`config.mk`:
```
export PLATFORM = sky130hd
export DESIGN_NAME = vga_scan_controller
export DESIGN_NICKNAME = d
export VERILOG_FILES = /design/src/rtl/vga_scan_controller_pkg.sv /design/src/rtl/vga_axis_counter.sv /design/src/rtl/vga_scan_controller.sv
export SDC_FILE = /design/constraint.sdc
export NUM_CORES = 1
export LEC_CHECK = 0
export ABC_AREA = 1
export BUFFER_PORTS_ARGS = -buffer_cell sky130_fd_sc_hd__buf_2
export CORE_UTILIZATION = 50
export DETAILED_ROUTE_END_ITERATION = 10
export PLACE_DENSITY = 0.72
export SYNTH_ARGS = -nofsm -noshare
export SYNTH_HDL_FRONTEND = slang
export SYNTH_SLANG_ARGS = --single-unit
```
`constraint.sdc`:
```
create_clock -name clk -period 2.7 [get_ports clk]
set_clock_uncertainty 0.05 [all_clocks]
set_input_delay 0 -clock clk [delete_from_list [all_inputs] [get_ports clk]]
set_output_delay 0 -clock clk [all_outputs]
set_load 0.02 [all_outputs]
```
`src/rtl/vga_scan_controller_pkg.sv`:
```
// Shared VGA raster definitions: default 640x480 timing, image window placement and scan FSM states.
package vga_scan_controller_pkg;

  localparam int unsigned CNT_W = 10;

  localparam int unsigned H_VISIBLE_D = 640;
  localparam int unsigned H_FRONT_D   = 16;
  localparam int unsigned H_SYNC_D    = 96;
  localparam int unsigned H_BACK_D    = 48;
  localparam int unsigned H_TOTAL_D   = H_VISIBLE_D + H_FRONT_D + H_SYNC_D + H_BACK_D;
  localparam int unsigned H_SYNC_START_D = H_VISIBLE_D + H_FRONT_D;
  localparam int unsigned H_SYNC_END_D   = H_SYNC_START_D + H_SYNC_D;

  localparam int unsigned V_VISIBLE_D = 480;
  localparam int unsigned V_FRONT_D   = 10;
  localparam int unsigned V_SYNC_D    = 2;
  localparam int unsigned V_BACK_D    = 33;
  localparam int unsigned V_TOTAL_D   = V_VISIBLE_D + V_FRONT_D + V_SYNC_D + V_BACK_D;
  localparam int unsigned V_SYNC_START_D = V_VISIBLE_D + V_FRONT_D;
  localparam int unsigned V_SYNC_END_D   = V_SYNC_START_D + V_SYNC_D;

  localparam int unsigned IMG_W_D  = 390;
  localparam int unsigned IMG_H_D  = 80;
  localparam int unsigned IMG_X0_D = 125;
  localparam int unsigned IMG_Y0_D = 200;

  localparam logic [1:0] ST_IDLE  = 2'd0;
  localparam logic [1:0] ST_RUN   = 2'd1;
  localparam logic [1:0] ST_DRAIN = 2'd2;

  typedef enum logic [1:0] {
    IDLE  = ST_IDLE,
    RUN   = ST_RUN,
    DRAIN = ST_DRAIN
  } scan_state_t;

  // Half-open interval test [lo, hi) on a counter value.
  function automatic logic in_range(input logic [CNT_W-1:0] x,
                                    input logic [CNT_W-1:0] lo,
                                    input logic [CNT_W-1:0] hi);
    return (x >= lo) && (x < hi);
  endfunction

endpackage

```
`src/rtl/vga_axis_counter.sv`:
```
// Modulo counter for one raster axis; wrap pulses on the advancing step that returns to zero.
module vga_axis_counter
  import vga_scan_controller_pkg::*;
#(
  parameter int unsigned MODULUS = H_TOTAL_D,
  parameter int unsigned WIDTH   = CNT_W
) (
  input  logic             clk,
  input  logic             reset,
  input  logic             en,
  output logic [WIDTH-1:0] count,
  output logic             wrap
);

  localparam logic [WIDTH-1:0] LAST = WIDTH'(MODULUS - 1);

  assign wrap = en && (count == LAST);

  always_ff @(posedge clk) begin
    if (reset) begin
      count <= '0;
    end else if (en) begin
      count <= wrap ? '0 : count + 1'b1;
    end
  end

endmodule

```
`src/rtl/vga_scan_controller.sv`:
```
// VGA raster walker: counters -> window/sync decode (stage 1) -> registered colour and sync pins (stage 2).
module vga_scan_controller
  import vga_scan_controller_pkg::*;
#(
  parameter int unsigned H_VISIBLE = H_VISIBLE_D,
  parameter int unsigned H_FRONT   = H_FRONT_D,
  parameter int unsigned H_SYNC    = H_SYNC_D,
  parameter int unsigned H_BACK    = H_BACK_D,
  parameter int unsigned V_VISIBLE = V_VISIBLE_D,
  parameter int unsigned V_FRONT   = V_FRONT_D,
  parameter int unsigned V_SYNC    = V_SYNC_D,
  parameter int unsigned V_BACK    = V_BACK_D,
  parameter int unsigned IMG_W     = IMG_W_D,
  parameter int unsigned IMG_H     = IMG_H_D,
  parameter int unsigned IMG_X0    = IMG_X0_D,
  parameter int unsigned IMG_Y0    = IMG_Y0_D
) (
  input  logic        clk,
  input  logic        reset,
  input  logic        pix_ce,
  input  logic        run,
  output logic [15:0] row,
  output logic [15:0] column,
  output logic        enable,
  input  logic        r_in,
  input  logic        g_in,
  input  logic        b_in,
  output logic        red,
  output logic        green,
  output logic        blue,
  output logic        hsync,
  output logic        vsync,
  output logic        active,
  output logic        frame_start
);

  localparam int unsigned H_TOTAL = H_VISIBLE + H_FRONT + H_SYNC + H_BACK;
  localparam int unsigned V_TOTAL = V_VISIBLE + V_FRONT + V_SYNC + V_BACK;

  localparam logic [CNT_W-1:0] HS_LO    = CNT_W'(H_VISIBLE + H_FRONT);
  localparam logic [CNT_W-1:0] HS_HI    = CNT_W'(H_VISIBLE + H_FRONT + H_SYNC);
  localparam logic [CNT_W-1:0] VS_LO    = CNT_W'(V_VISIBLE + V_FRONT);
  localparam logic [CNT_W-1:0] VS_HI    = CNT_W'(V_VISIBLE + V_FRONT + V_SYNC);
  localparam logic [CNT_W-1:0] H_VIS    = CNT_W'(H_VISIBLE);
  localparam logic [CNT_W-1:0] V_VIS    = CNT_W'(V_VISIBLE);
  localparam logic [CNT_W-1:0] IMG_X_LO = CNT_W'(IMG_X0);
  localparam logic [CNT_W-1:0] IMG_X_HI = CNT_W'(IMG_X0 + IMG_W);
  localparam logic [CNT_W-1:0] IMG_Y_LO = CNT_W'(IMG_Y0);
  localparam logic [CNT_W-1:0] IMG_Y_HI = CNT_W'(IMG_Y0 + IMG_H);

  scan_state_t      state;
  logic             scanning;
  logic [CNT_W-1:0] h_cnt, v_cnt;
  logic             h_wrap, frame_end;
  logic             in_img;
  logic [CNT_W-1:0] row_c, col_c;
  logic             hsync_s1, vsync_s1, active_s1, frame_s1;

  assign scanning = (state != IDLE);

  vga_axis_counter #(.MODULUS(H_TOTAL), .WIDTH(CNT_W)) u_h_cnt (
    .clk   (clk),
    .reset (reset),
    .en    (pix_ce && scanning),
    .count (h_cnt),
    .wrap  (h_wrap)
  );

  // frame_end marks the last pixel of the frame (h and v both wrapping on this step).
  vga_axis_counter #(.MODULUS(V_TOTAL), .WIDTH(CNT_W)) u_v_cnt (
    .clk   (clk),
    .reset (reset),
    .en    (h_wrap),
    .count (v_cnt),
    .wrap  (frame_end)
  );

  always_ff @(posedge clk) begin
    if (reset) begin
      state <= IDLE;
    end else if (pix_ce) begin
      case (state)
        IDLE:    if (run) state <= RUN;
        RUN:     if (!run) state <= DRAIN;
        DRAIN: begin
          if (run) state <= RUN;
          else if (frame_end) state <= IDLE;
        end
        default: state <= IDLE;
      endcase
    end
  end

  assign in_img = in_range(h_cnt, IMG_X_LO, IMG_X_HI) && in_range(v_cnt, IMG_Y_LO, IMG_Y_HI);
  assign row_c  = v_cnt - IMG_Y_LO;
  assign col_c  = h_cnt - IMG_X_LO;

  always_ff @(posedge clk) begin
    if (reset || (pix_ce && !scanning)) begin
      enable    <= 1'b0;
      row       <= '0;
      column    <= '0;
      hsync_s1  <= 1'b1;
      vsync_s1  <= 1'b1;
      active_s1 <= 1'b0;
      frame_s1  <= 1'b0;
    end else if (pix_ce) begin
      enable    <= in_img;
      row       <= in_img ? {{(16-CNT_W){1'b0}}, row_c} : '0;
      column    <= in_img ? {{(16-CNT_W){1'b0}}, col_c} : '0;
      hsync_s1  <= !in_range(h_cnt, HS_LO, HS_HI);
      vsync_s1  <= !in_range(v_cnt, VS_LO, VS_HI);
      active_s1 <= (h_cnt < H_VIS) && (v_cnt < V_VIS);
      frame_s1  <= (h_cnt == '0) && (v_cnt == '0);
    end
  end

  // The source answers the stage-1 row/column combinationally, so colour lands with its own sync.
  always_ff @(posedge clk) begin
    if (reset || (pix_ce && !scanning)) begin
      red         <= 1'b0;
      green       <= 1'b0;
      blue        <= 1'b0;
      hsync       <= 1'b1;
      vsync       <= 1'b1;
      active      <= 1'b0;
      frame_start <= 1'b0;
    end else if (pix_ce) begin
      red         <= enable && r_in;
      green       <= enable && g_in;
      blue        <= enable && b_in;
      hsync       <= hsync_s1;
      vsync       <= vsync_s1;
      active      <= active_s1;
      frame_start <= frame_s1;
    end
  end

endmodule
```
==> out/results.txt <==
outcome = completed
Hold WC Path Type = in -> reg
fmax = 0.499 GHz
1st-pass router iterations = 4
worst endpoint required time = 2.88 ns
Yosys warning count = 0
CTS tree = yes
CTS buffer count = 5
Rel. slew slack = 42.3%
crit start category = flop
clk buf depth = 2
die width = 78.2 um
Post-Layout Cell Count = 540
DRT antenna net count = 0
Root Driver = clkbuf_8
Avg Cell Area, Syn = 6.73 um2
crit-path cells = inv_1 > ha_1 > a21oi_1 > nand2_1 > nand2_1 > nand2_1 > nand2_1 > buf_4 > nand3_1 > a21oi_1
Post-CTS Setup Bufs = 0
kind of critical path = reg -> reg
diode count = 0
RSZ-0062 raised after global routing = no
Initial Utilization = 52.4%
first-pass GRT wire length = 11.1 mm
PortBufs = 34
Congestion Overflow GR = 0
drt drc = 0
Final Hold Vio Count = 0
post-synthesis cell type count = 30
full die area = 6120 um2
post_cts resized = 0
cell count after synthesis = 432
Power Dens Cells = 428 nW/um2
CTS H-tree lvls = 2
IO Count = 47
mapped cell area = 2910 um2
DRT Wirelength = 6.55 mm
GRT Util Overall = 22.5%
Clock Latency Late Sink = 0.31 ns
# setup viols final = 0
CP max FO = 12
Leak Pwr = 1.48 nW
post-route setup slack = 0.694 ns
CP bufs+invs = 2
via density per instance = 5.09
antenna violations before repair = 0
sequential fraction of the synthesis area = 37.2%
Routed wire per std cell = 12.1 um
FF+latch count, synth = 54
Worst IR Drop VDD = 0.246 mV
# hold bufs at CTS = 5
Crit. End Element = flop
slowest stage cell, crit path = dfxtp_1
HPWL Detailed = 4.95 mm
Layout area overhead = 11.0%
Max Cap Violations = 0
Chip Height = 78.2 um
row count = 27
worst slew pin tran = 0.865 ns
CP most frequent cell = nand2_1
Vias = 2,751
clk sinks = 54
placed instance count = 527
share of layout cells above drive strength 1 = 12.0%
pin count of the biggest net entering global routing = 37
Clock transition at path regs = 0.10 ns
Critical Path AT = 2.19 ns
initial DRC count = 99
Sum Neg Setup Slack = 0 ns
final worst path period need = 2.01 ns
fin crit share = 74.3%
CORE AREA = 5540 um2
CP top delay family = simple AND/OR/NAND/NOR gates
routability cong. = 0.927
Nets = 483
Final Core Density = 58.2%
vias in the first global route = 2,463
Design Power = 1.38 mW
pre-CTS WS = 0.682 ns
Final Max Slew Viols = 0
Worst path max stage delay = 0.44 ns
-- registers in the layout, summed over array words and instances (netlist names), 2 cells and up --
name / cells
u_h_cnt.count: 10
row: 10
column: 10
state: 2
u_v_cnt.count: 10
-- cell families after synthesis --
group	share of synthesized area, %
and+or+nand+nor	34.5
buffers and inverters	11.3
AOI/OAI and AO/OA	10.6
DFF	37.2
adders and majority gates	3.88
xor gates and xnor gates	2.41
other	0.129
-- power breakdown --
part	switching, mW	total [mW]	internal [mW]
sequential	0.00718	0.813	0.806
combinational	0.0757	0.103	0.0276
clock	0.278	0.464	0.186
total	0.361	1.38	1.02
-- cell usage after synthesis, drive strengths merged --
library cell / n / area [um2]
o32ai: 1 / 8.76
nor2: 43 / 190
a21boi: 1 / 7.51
nand3: 47 / 240
nand2: 117 / 449
a31o: 1 / 8.76
ha: 9 / 113
clkbuf: 6 / 22.5
and3: 1 / 6.26
o22ai: 1 / 6.26
buf: 19 / 125
nand4: 5 / 31.3
nor3b: 4 / 30.0
nor3: 10 / 50.1
xor2: 8 / 70.1
conb: 1 / 3.75
nor4: 1 / 6.26
inv: 48 / 180
dfxtp: 54 / 1080
a21oi: 43 / 215
o21ai: 12 / 60.1
-- metrics by stage --
stage | hold WS (ns) | area, um2
global route | 0.0267 | 3220
floorplan | 0.0802 | 2950
finish | 0.0229 | 3220
CTS | 0.00523 | 3220
detailed placement | 0.233 | 3080
global placement | 0.231 | 3080
-- cells in the final DEF (no fill, tap or decap) --
cell / instances
nor2_4: 1
a21oi_1: 43
nor2_1: 39
and3_1: 1
clkbuf_8: 5
nor4_1: 1
dfxtp_1: 54
nor3_1: 10
inv_1: 45
conb_1: 12
inv_6: 1
xor2_1: 8
inv_2: 3
nor2_8: 1
nand3_2: 1
buf_2: 34
a21boi_0: 1
nand2_1: 115
a31o_2: 1
ha_1: 9
nor3b_1: 4
nor2_2: 2
nand4_1: 5
o21ai_1: 2
o21ai_0: 10
nand3_1: 46
o22ai_1: 1
clkinvlp_4: 2
buf_4: 3
o32ai_1: 1
nand2_2: 1
nand2_4: 1
dlygate4sd3_1: 5
-- final cells by class --
type | count | area, um2
clock buffer | 5 | 68.8
clock inverter | 3 | 23.8
fill | 544 | 2320
inverter | 48 | 180
multi-input combinational | 316 | 1540
sequential | 54 | 1080
tap | 72 | 90.1
timing repair buffer | 42 | 243
-- worst min-delay path: stages --
cell	delay (ns)
buf_2	0.20
nand2_1	0.10
nand2_1	0.04
-- worst paths after layout --
kind,start,endpoint,slack [ns],cells after the start
worst max-delay path,u_h_cnt.count[0],row[8],0.69,10
worst min-delay path,pix_ce,vsync_s1,0.02,3
worst max register to register,u_h_cnt.count[0],row[8],0.69,10
worst min register to register,red,red,0.42,2
-- routing by layer --
layer / track usage [%] / vias to the layer above / part of all wire (%)
met5: 0 / - / 0
met3: 3.02 / 12 / 5.7
met1: 30.5 / 1212 / 48
met4: 9.63 / 0 / 1.7
met2: 35.9 / 97 / 44
li1: - / 1430 / -
Note: power is estimated with default switching activity, not from simulation.
